$ cat src/rtl/monitor_link_master.sv
// monitor_link_master: SPI MODE1 master for the 68000 bus-monitor link; define MONITOR_LINK_AUTOPOLL_EN for free-running polling
module monitor_link_master #(
  parameter int CLK_DIV  = 4,
  parameter int POLL_GAP = 16
) (
  input  logic        MCLK_IN,
  input  logic        RUN_IN,
  input  logic        START_IN,
  output logic        SPICLK,
  output logic        SPISS,
  output logic        SPISI,
  input  logic        SPISO_IN,
  input  logic [3:0]  INPUT_SIGNAL_IN,
  input  logic        HOST_TX_VALID_IN,
  input  logic [7:0]  HOST_TX_BYTE_IN,
  output logic        HOST_TX_READY,
  input  logic        HOST_RX_ACK_IN,
  output logic        HOST_RX_VALID,
  output logic [7:0]  HOST_RX_BYTE,
  output logic        RX_OVERRUN,
  output logic [23:0] ADDR,
  output logic [15:0] DATA,
  output logic [3:0]  OUTPUT_SIGNAL,
  output logic        TARGET_RECV_BUSY,
  output logic        FRAME_DONE
);
`ifdef MONITOR_LINK_AUTOPOLL_EN
  localparam bit AUTO = 1'b1;
`else
  localparam bit AUTO = 1'b0;
`endif
  localparam int GAP_LEN = AUTO ? POLL_GAP : 0;
  localparam logic [15:0] HALF     = 16'(CLK_DIV - 1);
  localparam logic [15:0] DESEL    = 16'(CLK_DIV);
  localparam logic [15:0] HOLD_END = 16'(2 * CLK_DIV - 1);
  localparam logic [15:0] GAP_END  = 16'(GAP_LEN - 1);

  typedef enum logic [2:0] {IDLE, SETUP, SHIFT, HOLD, GAP} state_t;
  state_t state, state_nxt;

  logic [15:0] cnt;
  logic [5:0]  bitn;
  logic [15:0] tx_sr;
  logic [55:0] rx_sr;
  logic [7:0]  tx_byte;
  logic        tx_full, carry, prev_carry;
  logic        req, half_end, rise, fall, start, done_now, rd, unused_bits;

  assign req         = AUTO | START_IN;
  assign half_end    = cnt == HALF;
  assign rise        = half_end && (state == SETUP || (state == SHIFT && !SPICLK));
  assign fall        = half_end && state == SHIFT && SPICLK;
  assign start       = state == IDLE && req;
  assign done_now    = state == HOLD && cnt == 16'd0;
  assign rd          = tx_full && !TARGET_RECV_BUSY && !prev_carry;
  assign unused_bits = ^rx_sr[47:46];
  assign HOST_TX_READY = !tx_full;

  // frame sequencing: select, shift 56 bits, report, deselect, optional gap
  always_comb begin
    state_nxt = state;
    case (state)
      IDLE:    state_nxt = req ? SETUP : IDLE;
      SETUP:   state_nxt = half_end ? SHIFT : SETUP;
      SHIFT:   state_nxt = (fall && bitn == 6'd55) ? HOLD : SHIFT;
      HOLD:    state_nxt = cnt == HOLD_END ? (GAP_LEN == 0 ? IDLE : GAP) : HOLD;
      GAP:     state_nxt = cnt == GAP_END ? IDLE : GAP;
      default: state_nxt = IDLE;
    endcase
  end

  // state register
  always_ff @(posedge MCLK_IN or negedge RUN_IN)
    if (!RUN_IN) state <= IDLE;
    else state <= state_nxt;

  // cycle counter restarts on every state change and every SPICLK half-period
  always_ff @(posedge MCLK_IN or negedge RUN_IN)
    if (!RUN_IN) cnt <= '0;
    else cnt <= (state == IDLE || state_nxt != state || (state == SHIFT && half_end)) ? '0 : cnt + 16'd1;

  // SPI pins: MOSI moves on rises, MISO is sampled on falls
  always_ff @(posedge MCLK_IN or negedge RUN_IN)
    if (!RUN_IN) begin
      SPICLK <= 1'b0;
      SPISS  <= 1'b1;
      SPISI  <= 1'b0;
      bitn   <= '0;
      tx_sr  <= '0;
      rx_sr  <= '0;
      carry  <= 1'b0;
    end else begin
      if (start) begin
        SPISS <= 1'b0;
        bitn  <= '0;
        carry <= rd;
        tx_sr <= {rd ? tx_byte : 8'h00, 2'b00, HOST_RX_VALID, rd, INPUT_SIGNAL_IN};
      end
      if (rise) begin
        SPICLK <= 1'b1;
        SPISI  <= tx_sr[0];
        tx_sr  <= {1'b0, tx_sr[15:1]};
      end
      if (fall) begin
        SPICLK <= 1'b0;
        rx_sr  <= {SPISO_IN, rx_sr[55:1]};
        bitn   <= bitn + 6'd1;
      end
      if (state == HOLD && cnt == DESEL) SPISS <= 1'b1;
    end

  // snapshot publish plus host-side TX/RX byte handshakes
  always_ff @(posedge MCLK_IN or negedge RUN_IN)
    if (!RUN_IN) begin
      FRAME_DONE       <= 1'b0;
      RX_OVERRUN       <= 1'b0;
      ADDR             <= '0;
      DATA             <= '0;
      OUTPUT_SIGNAL    <= '0;
      TARGET_RECV_BUSY <= 1'b0;
      prev_carry       <= 1'b0;
      HOST_RX_VALID    <= 1'b0;
      HOST_RX_BYTE     <= '0;
      tx_full          <= 1'b0;
      tx_byte          <= '0;
    end else begin
      FRAME_DONE <= done_now;
      RX_OVERRUN <= done_now && rx_sr[44] && HOST_RX_VALID && !HOST_RX_ACK_IN;
      if (done_now) begin
        ADDR             <= rx_sr[23:0];
        DATA             <= rx_sr[39:24];
        OUTPUT_SIGNAL    <= rx_sr[43:40];
        TARGET_RECV_BUSY <= rx_sr[45];
        prev_carry       <= carry;
      end
      if (done_now && rx_sr[44] && (!HOST_RX_VALID || HOST_RX_ACK_IN)) begin
        HOST_RX_VALID <= 1'b1;
        HOST_RX_BYTE  <= rx_sr[55:48];
      end else if (HOST_RX_ACK_IN) HOST_RX_VALID <= 1'b0;
      if (done_now && carry) tx_full <= 1'b0;
      else if (HOST_TX_VALID_IN && !tx_full) begin
        tx_full <= 1'b1;
        tx_byte <= HOST_TX_BYTE_IN;
      end
    end
endmodule

$ cat config.mk
export PLATFORM = sky130hd
export DESIGN_NAME = monitor_link_master
export DESIGN_NICKNAME = d
export VERILOG_FILES = /design/src/rtl/monitor_link_master.sv
export SDC_FILE = /design/constraint.sdc
export NUM_CORES = 1
export LEC_CHECK = 0
export BUFFER_PORTS_ARGS = -buffer_cell sky130_fd_sc_hd__buf_2
export CORE_MARGIN = 1.5
export CORE_UTILIZATION = 30
export DETAILED_ROUTE_END_ITERATION = 12
export MAX_ROUTING_LAYER = met4
export PLACE_DENSITY = 0.46
export SKIP_CTS_REPAIR_TIMING = 1
export SYNTH_ARGS = -nofsm -noshare
export SYNTH_HDL_FRONTEND = slang
export SYNTH_SLANG_ARGS = --single-unit
$ cat constraint.sdc
create_clock -name MCLK_IN -period 8.2 [get_ports MCLK_IN]
set_clock_uncertainty 0.1 [all_clocks]
set_input_delay 2.05 -clock MCLK_IN [delete_from_list [all_inputs] [get_ports MCLK_IN]]
set_output_delay 2.05 -clock MCLK_IN [all_outputs]
set_load 0.01 [all_outputs]
==> out/qor.csv, run 1 <==
stage;metric;value;unit
status;status;finished clean;
grt;vias in the first global route;4438;
clocking;Skew-Pair Late Insertion Delay;0.43;ns
placement;post-DP HPWL;8770;µm
yosys;mean post-synth cell area;13.6;µm²
yosys;warnings from Yosys;0;
worst_setup_path;WP data arrival;4.03;ns
floorplan;core area;22600;µm²
yosys;asr flop ratio synth;100;%
drt;final antenna-violating net count;0;
min_path;Hold Startpoint;SPISS;
clocking;Worst-path clk slew;0.06;ns
layout;Layout Nets;601;
yosys;Yosys cell types;49;
placement;Port Buffers;77;
clocking;H-tree levels;4;
timing;Final Hold Viols;0;
drt;# DRC;0;
yosys;Post-Synthesis Cells;507;
worst_setup_path;Crit. End Element;flop;
clocking;CTS tree;yes;
yosys;synthesized area;6880;µm²
yosys;sequential area share after synthesis;60.7;%
pwr;Leakage;4.08;nW
timing;Slew HR;20.6;%
floorplan;IO Pins;78;
grt;largest net degree at the start of global routing;96;
yosys;synthesis-stage register bit count;167;
drt;Vias;4216;
timing;Tmin final;3.77;ns
grt;Overflow after GRT;0;
job;max cap viols;0;
floorplan;Die Wd;154;µm
layout;Antenna Cells;0;
grt;first-pass GRT wire length;23200;µm
floorplan;Core Rows;55;
grt;initial antenna violation count;0;
yosys;number of flops mapped to enable cells by yosys;0;
timing;Setup violations, final;0;
floorplan;Total Die Area;23900;µm²
worst_setup_path;Crit Reg-Reg Startpoint;state[0];
min_path;Min-Delay Path Class;reg2reg;
worst_setup_path;FF-to-FF setup slack;4.87;ns
clocking;Root Driver;clkbuf_16;
yosys;Net Count, Synth;528;
timing;Least-Margin Pin Slew;1.18;ns
layout;Layout Cells excl Fill;877;
timing;Final Cycle Share;46.0;%
placement;final weighted congestion in routability-driven placement;0.771;
drt;Vias/cell;4.81;
worst_setup_path;CP Launch Point;START_IN;
timing;Setup TNS;0;ns
timing;Fmax;265;MHz
drt;DRT Pass-1 Iters;4;
yosys;ys flop type;dfrtp_1;
layout;Syn-to-layout area delta;18.4;%
pwr;total power per unit cell area;207;nW/µm²
floorplan;die height;154;µm
clocking;CTS Buf Count;17;
clocking;clock buffer depth;2;
worst_setup_path;startpoint types;input port;
worst_setup_path;peak fanout along the critical path;19;
layout;layout cells sized above 1;41.4;%
grt;gr usage total;12.6;%
floorplan;initial core utilization;30.5;%
timing;RSZ-0062 raised after global routing;no;
drt;mean routed wirelength per cell;15.7;µm
worst_setup_path;critical path type;in2reg;
pwr;Peak supply drop;0.000117;V
worst_setup_path;Data required, critical path;8.45;ns
placement;placed insts;846;
drt;DRT Wirelength;13800;µm
clocking;CTS Sinks;167;
drt;First DRT Iteration DRCs;131;
timing;Slew Limit Fails;0;
-- sequential cells by signal, summed over array words and instances, names as in the netlist --
register,cells
tx_sr,16
state,3
rx_sr,56
carry,1
TARGET_RECV_BUSY,1
prev_carry,1
OUTPUT_SIGNAL,4
cnt,16
bitn,6
FRAME_DONE,1
tx_byte,8
HOST_RX_VALID,1
SPICLK,1
DATA,16
ADDR,24
HOST_RX_BYTE,8
SPISS,1
SPISI,1
RX_OVERRUN,1
tx_full,1
-- cell families after synthesis --
| group | after synthesis | share of synthesized area (%) |
|---|---|---|
| fa+ha+maj | 3 | 0.546 |
| simple gates | 113 | 8.80 |
| flops | 167 | 60.7 |
| mux | 120 | 20.1 |
| xor+xnor | 16 | 2.04 |
| buf+inv | 34 | 2.11 |
| compound gates | 54 | 5.71 |
-- per-stage QoR --
stage               setup WS (ns)  util, %  power (W)  cell area (µm²)  hold WS, ns
floorplan                    4.48        -   0.000854             6880        0.355
global placement             4.06     33.4   0.000877             7540        0.378
detailed placement           3.95     33.4   0.000877             7540        0.383
CTS                          4.40     36.1    0.00171             8150        0.390
global route                 4.28     36.1    0.00175             8150        0.412
finish                       4.43     36.1    0.00169             8150        0.389
-- synthesized netlist by cell type (2+ instances only) --
cell / count / share of area (%)
dfrtp_1: 166 / 60
mux2_2: 111 / 18
nand2_1: 26 / 1.4
nor2_1: 23 / 1.3
clkbuf_1: 22 / 1.2
a21oi_1: 13 / 0.95
a221o_1: 12 / 1.7
xnor2_1: 12 / 1.5
nand3_1: 10 / 0.73
and2_1: 9 / 0.82
nor3_1: 9 / 0.65
mux2_4: 8 / 1.7
o21ai_0: 8 / 0.58
inv_1: 7 / 0.38
a211oi_1: 5 / 0.55
nand4_1: 5 / 0.45
nor4_1: 5 / 0.45
nand2b_1: 4 / 0.36
xor2_1: 4 / 0.51
a31o_2: 3 / 0.38
ha_1: 3 / 0.55
nor2b_1: 3 / 0.27
or2_2: 3 / 0.27
or4_4: 3 / 0.49
a21o_1: 2 / 0.22
buf_2: 2 / 0.15
buf_6: 2 / 0.33
nand4bb_1: 2 / 0.33
o211ai_1: 2 / 0.22
o31ai_1: 2 / 0.22
or3_1: 2 / 0.18
or4_1: 2 / 0.22
-- path summary, 6_finish.rpt --
check | endpoint | depth (start not counted)
worst max-delay path | tx_sr[13] | 4
worst max register to register | SPISI | 4
worst min-delay path | SPISS | 2
worst min register to register | SPISS | 2
max in group asynchronous | bitn[2] | 2
min in group asynchronous | cnt[6] | 1
-- metal layers --
layer	global-route usage [%]	up-vias	part of all wire, %
li1	-	1971	-
met2	19.6	78	47
met5	-	-	0
met3	3.98	12	5.2
met1	15.5	2155	47
met4	4.12	0	1.3
-- report_power, final --
part | total, W | switching [W] | leakage (nW) | internal [W]
sequential | 0.000833 | 0.00000355 | 2.27 | 0.000829
clock | 0.000827 | 0.000331 | 0.298 | 0.000497
combinational | 0.0000272 | 0.0000179 | 1.51 | 0.00000925
-- placed cells by master (no fill, tap or decap), drive strengths merged, types with 2 or more instances in the layout --
cell	synthesis	layout
or3	2	2
nand4	5	5
nand4bb	2	2
o31ai	2	2
a21oi	13	13
mux2	119	119
nor3	9	9
o211ai	2	2
nor2	24	24
xnor2	12	12
a211oi	5	5
bufinv	0	3
inv	7	9
ha	3	3
or2	3	3
nand2b	4	4
clkinv	0	5
or4	5	5
a21o	2	2
clkbuf	22	21
nand3	10	10
and2	9	9
o21ai	8	8
xor2	4	4
a221o	12	12
buf	5	81
nor4	6	6
a31o	3	3
dfrtp	166	166
nand2	26	26
nor2b	3	3
-- cell type report --
type,instances,area (µm²)
multi-input cells,306,2560
clock buffers,21,460
fillers,2204,14400
repair buffers,81,422
well taps,285,357
clock inverters,10,144
inverters,7,26.3
flip-flops and latches,167,4180
-- worst max-delay path: stages --
cell	delay, ns
buf_2	0.09
or4b_2	0.84
nor4_2	0.75
a221o_1	0.29
(Power assumes the default switching activity.)
==> run 2: changes to the inputs <==
--- a/config.mk
+++ b/config.mk
@@ -10,7 +10,7 @@
 export CORE_UTILIZATION = 30
 export DETAILED_ROUTE_END_ITERATION = 12
 export MAX_ROUTING_LAYER = met4
-export PLACE_DENSITY = 0.46
+export PLACE_DENSITY = 0.47
 export SKIP_CTS_REPAIR_TIMING = 1
 export SYNTH_ARGS = -nofsm -noshare
 export SYNTH_HDL_FRONTEND = slang
==> constraint.sdc (replaced) <==
create_clock -name MCLK_IN -period 3.1 [get_ports MCLK_IN]
set_clock_uncertainty 0.1 [all_clocks]
set_input_delay 0.775 -clock MCLK_IN [delete_from_list [all_inputs] [get_ports MCLK_IN]]
set_output_delay 0.775 -clock MCLK_IN [all_outputs]
set_load 0.01 [all_outputs]
==> run 2 against run 1 <==
  * Via count rose by 0.93%
  * Count of clock-buffer cells in the layout fell by 1
  * Sequential share of layout area fell by 0.86 points
  * Worst setup slack got worse by 4.1 ns
  * Critical endpoint is now tx_byte[2]
==> out/qor.csv, run 2 (same netlist as run 1, synthesis figures left out) <==
stage;metric;value;unit
clocking;CTS Buf Count;17;
grt;largest net degree at the start of global routing;55;
worst_setup_path;Data required, critical path;3.30;ns
layout;Layout Nets;613;
grt;Overflow after GRT;0;
floorplan;die height;154;µm
timing;Final Cycle Share;89.8;%
layout;top flop regs;rx_sr x56, ADDR x24;
clocking;CTS Sinks;167;
layout;most common cell after layout, fill and taps aside;dfrtp_1;
layout;max reg flops;56;
pwr;Peak supply drop;0.000332;V
floorplan;IO Pins;78;
drt;First DRT Iteration DRCs;146;
pwr;Reg power frac;48.8;%
timing;Least-Margin Pin Slew;0.789;ns
pwr;Total Power;0.00451;W
timing;Setup TNS;0;ns
placement;final weighted congestion in routability-driven placement;0.761;
worst_setup_path;R2R depth;4;
clocking;Root Driver;clkbuf_16;
layout;Final Util;36.7;%
worst_setup_path;FF-to-FF setup slack;0.31;ns
pwr;total power per unit cell area;544;nW/µm²
worst_setup_path;critical path type;reg2reg;
layout;commonest non-fill, non-tap cells in the layout;dfrtp_1, mux2_2, buf_2;
min_path;Min-Delay Path Class;in2async;
placement;post-DP HPWL;9240;µm
drt;mean routed wirelength per cell;15.7;µm
worst_setup_path;peak fanout along the critical path;11;
drt;Vias;4255;
placement;Port Buffers;77;
floorplan;Core Rows;55;
clocking;Skew-Pair Late Insertion Delay;0.42;ns
timing;Tmin final;2.79;ns
clocking;H-tree levels;4;
clocking;clock buffer depth;2;
timing;Slew HR;47.2;%
worst_setup_path;RR Endpoint;tx_byte[2];
pwr;Clock Power Share;49.4;%
grt;first-pass GRT wire length;23200;µm
timing;RSZ-0062 raised after global routing;no;
drt;DRT Wirelength;13900;µm
layout;fill count;2158;
grt;initial antenna violation count;0;
worst_setup_path;Crit Reg-Reg Startpoint;cnt[5];
pwr;Leakage;4.15;nW
timing;Final Hold Viols;0;
worst_setup_path;Crit. End Element;flop;
placement;placed insts;858;
floorplan;initial core utilization;30.5;%
layout;layout cells sized above 1;42.5;%
floorplan;Die Wd;154;µm
clocking;CTS tree;yes;
drt;Vias/cell;4.79;
grt;gr usage total;12.7;%
timing;Slew Limit Fails;0;
timing;Fmax;359;MHz
layout;Antenna Cells;0;
pwr;Net Sw Frac;20.3;%
job;max cap viols;0;
timing;Setup violations, final;0;
layout;Syn-to-layout area delta;20.4;%
floorplan;core area;22600;µm²
layout;Layout Cells excl Fill;888;
drt;final antenna-violating net count;0;
worst_setup_path;WP data arrival;2.99;ns
worst_setup_path;startpoint types;flop;
drt;# DRC;0;
drt;DRT Pass-1 Iters;4;
floorplan;Total Die Area;23900;µm²
grt;vias in the first global route;4375;
pwr;Internal;0.00359;W
pwr;switching pwr;0.000916;W
status;status;finished clean;
layout;Largest Register;rx_sr;
clocking;Worst-path clk slew;0.06;ns
pwr;Logic pwr share;1.8;%
==> run 2: changes by cell type in the layout (fill, tap and decap cells not counted), sizes merged <==
cell    before  now
buf         81   93
clkinv       5    3
bufinv       3    4
clkbuf      21   20
inv          9   10
==> run 2: area by class of cell <==
class	instances	area [µm²]	area share, %
Clock inverter	10	169	2.04
Inverter	7	26.3	0.317
Multi-Input combinational cell	306	2560	30.9
Tap cell	285	357	4.30
Clock buffer	20	447	5.39
Sequential cell	167	4180	50.4
Timing Repair Buffer	93	549	6.63
==> run 2: power groups by stage <==
stage	Combinational [W]	Sequential, W	Clock [W]
finish	0.0000797	0.00220	0.00223
global route	0.0000930	0.00220	0.00238
CTS	0.0000847	0.00220	0.00230
detailed placement	0.0000844	0.00224	0
global placement	0.0000822	0.00224	0
floorplan	0.0000180	0.00224	0
==> run 2: how the worst max path moves through the flow <==
stage / start / end / slack (ns)
3_5_place_dp: cnt[5] / HOST_RX_BYTE[5] / 0.28
3_3_place_gp: cnt[5] / tx_byte[3] / 0.34
4_1_cts: cnt[5] / HOST_RX_BYTE[5] / 0.28
2_1_floorplan: cnt[5] / tx_byte[0] / 0.47
6_report: cnt[5] / tx_byte[2] / 0.31
5_1_grt: cnt[5] / HOST_RX_BYTE[5] / 0.21
==> run 2: through the flow <==
stage | worst slack (ns) | hold WS, ns | instance area [µm²]
global route | 0.209 | 0.218 | 8290
CTS | 0.280 | 0.199 | 8290
floorplan | 0.469 | 0.355 | 6880
finish | 0.315 | 0.198 | 8290
detailed placement | 0.280 | 0.380 | 7670
global placement | 0.344 | 0.372 | 7670
==> run 2: worst max-delay path, cell delays in order, from the launching register on <==
cell and delay, ns:
dfrtp_1 0.42, or4_4 0.57, or4_4 0.63, o311a_1 0.58, mux2_4 0.37
==> run 2: metal layers <==
metal	wire length, µm	up-vias	GRT usage [%]	share of wire [%]
met2	6540	86	19.3	47
met1	6440	2174	16.0	46
met5	0	-	-	0
li1	-	1983	-	-
met4	178	0	4.12	1.3
met3	758	12	4.26	5.4
